===== config.mk =====
export PLATFORM = sky130hd
export DESIGN_NAME = alu_mac_pipe_flat
export DESIGN_NICKNAME = d
export VERILOG_FILES = /design/src/rtl/alu_mac_pipe_if.sv /design/src/rtl/alu_mac_pipe.sv /design/src/flat_wrapper.sv
export SDC_FILE = /design/constraint.sdc
export NUM_CORES = 2
export LEC_CHECK = 0
export CAP_MARGIN = 20
export CORE_MARGIN = 3
export CORE_UTILIZATION = 67
export DETAILED_ROUTE_END_ITERATION = 16
export GPL_ROUTABILITY_DRIVEN = 0
export GPL_TIMING_DRIVEN = 0
export PLACE_DENSITY = 0.88
export REMOVE_ABC_BUFFERS = 1
export SLEW_MARGIN = 20
export SYNTH_ARGS = -nofsm -noshare
export SYNTH_HDL_FRONTEND = slang
export SYNTH_SLANG_ARGS = --single-unit
export TNS_END_PERCENT = 20

===== constraint.sdc =====
create_clock -name clk -period 19.2 [get_ports clk]
set_input_delay 2.88 -clock clk [delete_from_list [all_inputs] [get_ports clk]]
set_output_delay 2.88 -clock clk [all_outputs]
set_load 0.02 [all_outputs]

===== src/rtl/alu_mac_pipe_if.sv =====
// Operand/result bus for alu_mac_pipe: valid/ready operand side and valid/ready result side.
interface alu_mac_pipe_if #(
  parameter int AW = 18,
  parameter int BW = 18,
  parameter int DW = 18,
  parameter int PW = 48
) ();
  logic          in_valid;
  logic          in_ready;
  logic [2:0]    sel;
  logic [AW-1:0] a;
  logic [BW-1:0] b;
  logic [PW-1:0] c;
  logic [DW-1:0] d;
  logic          carryin;
  logic          out_valid;
  logic          out_ready;
  logic [PW-1:0] p;

  // Operand sequencer / result consumer side
  modport master (
    output in_valid, sel, a, b, c, d, carryin, out_ready,
    input  in_ready, out_valid, p
  );

  // ALU side
  modport slave (
    input  in_valid, sel, a, b, c, d, carryin, out_ready,
    output in_ready, out_valid, p
  );
endinterface


===== src/rtl/alu_mac_pipe.sv =====
// Pipelined multiply-accumulate ALU. Operands are captured at the accept edge,
// then pass through pre-add, multiply and post-add stages; the post-add stage
// writes the result/accumulator register p. The whole pipe advances together
// whenever the output register is empty or being drained.
module alu_mac_pipe #(
  parameter int AW = 18,
  parameter int BW = 18,
  parameter int DW = 18,
  parameter int PW = 48
) (
  input  logic          clk,
  input  logic          rst,
  alu_mac_pipe_if.slave bus
);

  localparam int PRE_W  = ((AW > DW) ? AW : DW) + 1;
  localparam int PROD_W = PRE_W + BW;
  localparam int MW     = (PROD_W > PW) ? PROD_W : PW;

  typedef enum logic [2:0] {
    OP_MAC    = 3'b000,
    OP_MUL    = 3'b001,
    OP_ADD    = 3'b010,
    OP_PREMAC = 3'b011,
    OP_ACC    = 3'b100,
    OP_SUB    = 3'b101,
    OP_LOAD   = 3'b110,
    OP_CLR    = 3'b111
  } op_e;

  logic adv;
  logic out_valid_q;
  logic [PW-1:0] p_q;
  logic [PW-1:0] p_next;

  logic v0, v1, v2;

  op_e           sel0;
  logic [AW-1:0] a0;
  logic [BW-1:0] b0;
  logic [PW-1:0] c0;
  logic [DW-1:0] d0;
  logic          cin0;

  op_e            sel1;
  logic [PRE_W-1:0] pre1;
  logic [BW-1:0]  b1;
  logic [PW-1:0]  c1;
  logic           cin1;

  op_e           sel2;
  logic [PW-1:0] mid2;
  logic [PW-1:0] c2;
  logic          cin2;

  logic [PRE_W-1:0] pre_comb;
  logic [PW-1:0]    prod_pw;
  logic [PW-1:0]    mid_comb;

  assign adv           = !out_valid_q | bus.out_ready;
  assign bus.in_ready  = adv;
  assign bus.out_valid = out_valid_q;
  assign bus.p         = p_q;

  // Pre-adder only folds d in for the two modes that use it
  assign pre_comb = (sel0 == OP_ADD || sel0 == OP_PREMAC)
                    ? PRE_W'(a0) + PRE_W'(d0)
                    : PRE_W'(a0);

  // Full-width product, then fitted to PW; the add-only mode bypasses the multiplier
  assign prod_pw  = PW'(MW'(pre1) * MW'(b1));
  assign mid_comb = (sel1 == OP_ADD) ? PW'(pre1) : prod_pw;

  // Post-add selection; accumulate modes read the current p, so chains need no stall
  always_comb begin
    p_next = p_q;
    case (sel2)
      OP_MAC:    p_next = mid2 + c2;
      OP_MUL:    p_next = mid2;
      OP_ADD:    p_next = mid2;
      OP_PREMAC: p_next = mid2 + c2 + {{(PW-1){1'b0}}, cin2};
      OP_ACC:    p_next = p_q + mid2;
      OP_SUB:    p_next = p_q - mid2;
      OP_LOAD:   p_next = c2;
      OP_CLR:    p_next = '0;
      default:   p_next = p_q;
    endcase
  end

  // Stage valids, output valid and result register; reset discards all in-flight work
  always_ff @(posedge clk) begin
    if (rst) begin
      v0          <= 1'b0;
      v1          <= 1'b0;
      v2          <= 1'b0;
      out_valid_q <= 1'b0;
      p_q         <= '0;
    end else if (adv) begin
      v0          <= bus.in_valid;
      v1          <= v0;
      v2          <= v1;
      out_valid_q <= v2;
      if (v2) begin
        p_q <= p_next;
      end
    end
  end

  // Stage data moves with the valids; contents of bubble slots are don't-care
  always_ff @(posedge clk) begin
    if (adv) begin
      sel0 <= op_e'(bus.sel);
      a0   <= bus.a;
      b0   <= bus.b;
      c0   <= bus.c;
      d0   <= bus.d;
      cin0 <= bus.carryin;

      sel1 <= sel0;
      pre1 <= pre_comb;
      b1   <= b0;
      c1   <= c0;
      cin1 <= cin0;

      sel2 <= sel1;
      mid2 <= mid_comb;
      c2   <= c1;
      cin2 <= cin1;
    end
  end

endmodule


===== src/flat_wrapper.sv =====
// flat-port wrapper written by rule: the top's interface ports become plain ports
module alu_mac_pipe_flat 
#(
  parameter int AW = 18,
  parameter int BW = 18,
  parameter int DW = 18,
  parameter int PW = 48
)
  (clk, rst, bus_in_valid, bus_sel, bus_a, bus_b, bus_c, bus_d, bus_carryin, bus_out_ready, bus_in_ready, bus_out_valid, bus_p);
  alu_mac_pipe_if #(.AW(AW), .BW(BW), .DW(DW), .PW(PW)) bus_i ();
  input  logic clk;
  input  logic rst;
  input wire logic [$bits(bus_i.in_valid)-1:0] bus_in_valid;
  input wire logic [$bits(bus_i.sel)-1:0] bus_sel;
  input wire logic [$bits(bus_i.a)-1:0] bus_a;
  input wire logic [$bits(bus_i.b)-1:0] bus_b;
  input wire logic [$bits(bus_i.c)-1:0] bus_c;
  input wire logic [$bits(bus_i.d)-1:0] bus_d;
  input wire logic [$bits(bus_i.carryin)-1:0] bus_carryin;
  input wire logic [$bits(bus_i.out_ready)-1:0] bus_out_ready;
  output wire logic [$bits(bus_i.in_ready)-1:0] bus_in_ready;
  output wire logic [$bits(bus_i.out_valid)-1:0] bus_out_valid;
  output wire logic [$bits(bus_i.p)-1:0] bus_p;
  assign bus_i.in_valid = bus_in_valid;
  assign bus_i.sel = bus_sel;
  assign bus_i.a = bus_a;
  assign bus_i.b = bus_b;
  assign bus_i.c = bus_c;
  assign bus_i.d = bus_d;
  assign bus_i.carryin = bus_carryin;
  assign bus_i.out_ready = bus_out_ready;
  assign bus_in_ready = bus_i.in_ready;
  assign bus_out_valid = bus_i.out_valid;
  assign bus_p = bus_i.p;
  alu_mac_pipe #(.AW(AW), .BW(BW), .DW(DW), .PW(PW)) u_core (.clk(clk), .rst(rst), .bus(bus_i));
endmodule

Word level (Yosys, flattened, before mapping):

Index checks and enable logic that the tools add are counted.
Widths: inputs -> output; s select.

* bits in registers: 347
* input bits: 110
* output and inout port bits: 50
* logic and storage cells: 47

* $add $sub $neg: 5
* multipliers: 1
* eq/ne operators: 10
* mux-type cells: 3
* bitwise logic cells: 1
* reduce and logical (&&, ||, !) cells: 5

Operators with widths (number)
* $pmux 48 s7: 1
* $add 48x48->48: 2
* $add 48x1->48: 1
* $sub 48x48->48: 1
* $mul 19x18->37: 1
* $add 18x18->19: 1
* $mux 19: 1
* $mux 18: 1
* $eq 3x2->1 const B: 5
* $eq 3x3->1 const B: 4
* $eq 3x1->1 const B: 1
* $logic_not 3->1: 1
* $reduce_and 2->1: 1
* $reduce_or 2->1: 1
* $logic_not 1->1: 1
* $logic_or 1x1->1: 1
* $or 1x1->1: 1

Depth between registers and ports, before layout:

* depth in word-level cells: 3
* depth in mapped cells: 27
* gate-level depth less buffers: 26

Worst setup path after synthesis:

OpenSTA, ideal clock, no wires.

* path type: input-to-reg
* start: input port bus_out_ready
* end: register u_core.p_q[36] (netlist: u_core.bus.p[36])
* arrival: 13.867 ns
* data required time: 19.113 ns
* setup slack: 5.246 ns
* stages on the path: 7
* path buffers: 2
* path through: nand2b_1 -> clkbuf_1 -> nand2_1 -> nor2_1 -> clkbuf_1 -> o21ai_0 -> o31ai_1

* cells in the longest elaborated chain, start to end: 2

RTL lines
* start, declared: RTL line flat_wrapper.sv:20 `input wire logic [$bits(bus_i.out_ready)-1:0] bus_out_ready;`
* $or 1x1->1: RTL line alu_mac_pipe.sv:60 `assign adv = !out_valid_q | bus.out_ready;`
* via bus_in_ready: RTL line flat_wrapper.sv:21 `output wire logic [$bits(bus_i.in_ready)-1:0] bus_in_ready;`
* $reduce_and 2->1 (no source line)
* end signal, assigned: RTL line alu_mac_pipe.sv:104 `p_q <= p_next;`
* end, declared: RTL line alu_mac_pipe.sv:33 `logic [PW-1:0] p_q;`

The timed path passes the listed nets, and every way through them passes these cells.
A chain may end at the register's enable or synchronous reset.

Worst setup path after layout:

* start: register u_core.pre1[12]
* end: register u_core.mid2[34], data pin

* cells in the longest elaborated chain, start to end: 1

RTL lines
* start, declared: RTL line alu_mac_pipe.sv:46 `logic [PRE_W-1:0] pre1;`
* start signal, assigned: RTL line alu_mac_pipe.sv:120 `pre1 <= pre_comb;`
* $mul 19x18->37: RTL line alu_mac_pipe.sv:71 `assign prod_pw = PW'(MW'(pre1) * MW'(b1));`
* end signal, assigned: RTL line alu_mac_pipe.sv:126 `mid2 <= mid_comb;`
* end, declared: RTL line alu_mac_pipe.sv:52 `logic [PW-1:0] mid2;`

Every way passes these cells.

==> out/results.md <==
## Status
• outcome: complete, no violations

## Place
• number of port buffers: 159
• sum of net half-perimeters after detailed placement: 62500 um

## Yosys
• post-synthesis share of cell area spent on xor and xnor gates: 0.0480
• synthesized-area fraction occupied by ao, oa, aoi and oai cells: 0.157
• Post-Synth Adder-Cell Area: 0.262
• post-synth cell types: 112
• flip-flop and latch count after synthesis: 336
• Synth Area in Simple Gates: 0.158
• Cells after Synth: 3304
• multiplexer area fraction after synthesis: 0.00426
• Netlist Area Pre-Place: 0.0314 mm^2
• number of warnings printed during yosys synthesis: 0
• main flop type after synthesis: sky130_fd_sc_hd__edfxtp_1
• asr flop ratio synth: 0
• main combinational cell family by area after synthesis: adder cells
• Post-synth EDFFs: 284
• proportion of synthesized chip area in sequential cells: 0.305
• Mapped Avg Cell Area: 9.50 um^2

## Timing
• unrepaired setup endpoints after global routing: no
• crit path time final: 7.63 ns
• slew at the pin closest to its max-slew limit: 1.19 ns
• Slew headroom: 0.205
• maximum clock rate: 0.131 GHz
• worst setup skew after layout: 0.0370 ns
• total negative slack for setup checks: 0 ns
• final period utilization: 0.398
• Hold Fails Final Rpt: 0
• worst hold slack: 0.399 ns
• setup violation total in the final timing report: 0
• Final Slew Violations: 0

## Job
• max-cap check violation count: 0

## Global route
• antenna violations before repair: 1
• pin count of the biggest net entering global routing: 64
• first-pass GRT wire length: 134000 um
• sum of overflow across all layers after global routing: 0
• via count of the first global-routing pass: 26700
• global router's overall resource usage: 0.334

## Min path
• kind of path behind the tightest hold check: reg -> reg
• cell count of the worst hold path: 0

## Clock tree
• Post-CTS Resized: 0
• post-CTS repair timing setup buffer count: 0
• number of CTS-inserted buffers: 37
• clock tree from TritonCTS: built
• number of hold buffers added after cts: 0
• number of buffers between clock root and the deepest sink: 3
• cell at the root of the clock tree: sky130_fd_sc_hd__clkbuf_16
• total clock sinks: 336
• clock latency reported for the late side of the worst-skew pair: 0.58 ns
• CTS H-Tree Depth: 2
• register clock-pin slew on the reported worst setup and hold paths: 0.06 ns

## Die
• overall die area: 0.0495 mm^2
• Placement Rows: 78
• Floorplan Core Area: 0.0459 mm^2
• vertical extent of the die: 222 um
• overall die width: 222 um
• Top-Level Pins: 160
• Initial Util: 0.684

## Setup path
• Slowest Stage Delay on Critical Path: 0.98 ns
• Critical Path Start Type: register
• largest fanout on the critical path: 19
• worst setup path category: reg -> reg
• cell seen most often among critical-path stages: sky130_fd_sc_hd__fa_1
• arrival time worst endpoint: 7.97 ns
• cell-by-cell listing of the critical path: nand2_1, fa_1, fa_1, fa_1, inv_1, fa_1, fa_1, inv_1, fa_1, inv_1, ha_1, o21a_1, o21ai_0, a21boi_0, nand3_1, o21ai_0, o41ai_1, o21ai_0, a21oi_1, or3_1, a31oi_1, xnor2_1, nor2_1
• nature of the critical path endpoint: register
• cell at the slowest stage of the critical path: sky130_fd_sc_hd__edfxtp_1
• R2R depth: 23
• critical path required time: 19.53 ns

## Drt
• Total Routed Length: 83600 um
• DRC violation total after the first TritonRoute iteration: 3771
• routed wirelength normalized by instance count: 20.9 um
• Routed Antenna Nets: 0
• via count normalized by instance count: 6.53
• Pre-antenna DRT Iters: 14
• residual DRC count: 0
• Via Count: 26100

## Final layout
• Area growth, synth to finish: 10.7%
• layout cells sized above 1: 0.0462
• count of fill cells added during filler insertion: 2936
• Post-layout nets: 3970
• final cell utilization of the core: 0.758
• Antenna Cells: 0

## final timing paths
| kind | start | end | slack, ns |
|---|---|---|---|
| worst max register to register | u_core.pre1[12] | u_core.mid2[34] | 11.57 |
| worst max-delay path | u_core.pre1[12] | u_core.mid2[34] | 11.57 |
| worst min register to register | u_core.c0[1] | u_core.c1[1] | 0.40 |
| worst min-delay path | u_core.c0[1] | u_core.c1[1] | 0.40 |
## placed cells by master, fill, tap and decap left out, drive strengths merged, types with 32 or more instances in the layout
cell           netlist  routed
o31ai               32      32
clkbuf             137      44
clkdlybuf4s50        0     158
ha                 216     216
o21ai              158     158
fa                 275     275
xnor2               95      95
edfxtp             284     284
xor2                77      77
dfxtp               52      52
o211ai              54      54
nand3               49      49
inv                379     381
nor3                45      45
nand2              402     402
a21o                53      53
a21oi              215     215
and2               161     161
nor2               179     179
## metal layers
| metal | part of all wire | GRT usage |
|---|---|---|
| met1 | 0.36 | 0.415 |
| met2 | 0.47 | 0.558 |
| met3 | 0.11 | 0.0731 |
| met4 | 0.053 | 0.163 |
| met5 | 0.00018 | 0 |
## logic make-up after synthesis
group	after synthesis
buffers and inverters	533
multiplexers	13
XOR/XNOR	172
flip-flops	336
AO/OA/AOI/OAI	746
adder cells (fa/ha/maj)	492
AND/OR/NAND/NOR	1012
## sequential cells by signal, indices dropped and copies added, names as in the netlist
| name | count |
|---|---|
| u_core.bus.out_valid | 1 |
| u_core.sel0 | 3 |
| u_core.a0 | 18 |
| u_core.sel2 | 3 |
| u_core.c1 | 48 |
| u_core.pre1 | 19 |
| u_core.sel1 | 3 |
| u_core.d0 | 18 |
| u_core.cin2 | 1 |
| u_core.v0 | 1 |
| u_core.c0 | 48 |
| u_core.v2 | 1 |
| u_core.v1 | 1 |
| u_core.b1 | 18 |
| u_core.cin1 | 1 |
| u_core.b0 | 18 |
| u_core.c2 | 48 |
| u_core.bus.p | 48 |
| u_core.mid2 | 37 |
| u_core.cin0 | 1 |
## through the flow
stage | worst slack, ns | area (um^2) | cells
finish | 11.57 | 34800 | 3998
global placement | -0.879 | 33100 | 3909
CTS | 11.69 | 34700 | 3997
global route | 11.18 | 34800 | 3998
detailed placement | 11.70 | 33500 | 3929
floorplan | 4.26 | 30700 | 3150
## cell usage after synthesis (all sizes together) (22+ instances only)
cell type | count | area share
inv | 379 | 0.045
dfxtp | 52 | 0.033
nor3 | 45 | 0.0073
nor2 | 179 | 0.021
fa | 275 | 0.18
xor2 | 77 | 0.021
a211oi | 27 | 0.0068
nand2 | 402 | 0.048
o211ai | 54 | 0.013
ha | 216 | 0.086
a21oi | 215 | 0.035
nand3 | 49 | 0.0080
o21a | 22 | 0.0053
and2 | 161 | 0.032
clkbuf | 137 | 0.016
xnor2 | 95 | 0.027
nor2b | 22 | 0.0046
nand2b | 25 | 0.0050
a21o | 53 | 0.013
and3 | 28 | 0.0061
a31oi | 30 | 0.0062
o21ai | 158 | 0.026
edfxtp | 284 | 0.27
o31ai | 32 | 0.0081
## worst max-delay path, delay by kind of cell (launching register included)
kind	cells	cell delay, ns
flops	1	0.98
xor+xnor	1	0.16
buf+inv	3	0.15
compound gates	8	1.86
fa+ha+maj	7	3.46
simple gates	4	0.80
## area by class of cell
type	instances	area (um^2)	area share
clock buffers	44	973	0.0280
clock inverters	24	302	0.00867
inverters	379	1420	0.0409
multi-input cells	2435	19800	0.569
flip-flops and latches	336	9570	0.275
well taps	600	751	0.0216
repair buffers	180	1960	0.0563
Power is left out: the tool's default activity adds up to more than one toggle a clock period on the data nets, which glitch-free logic cannot reach.
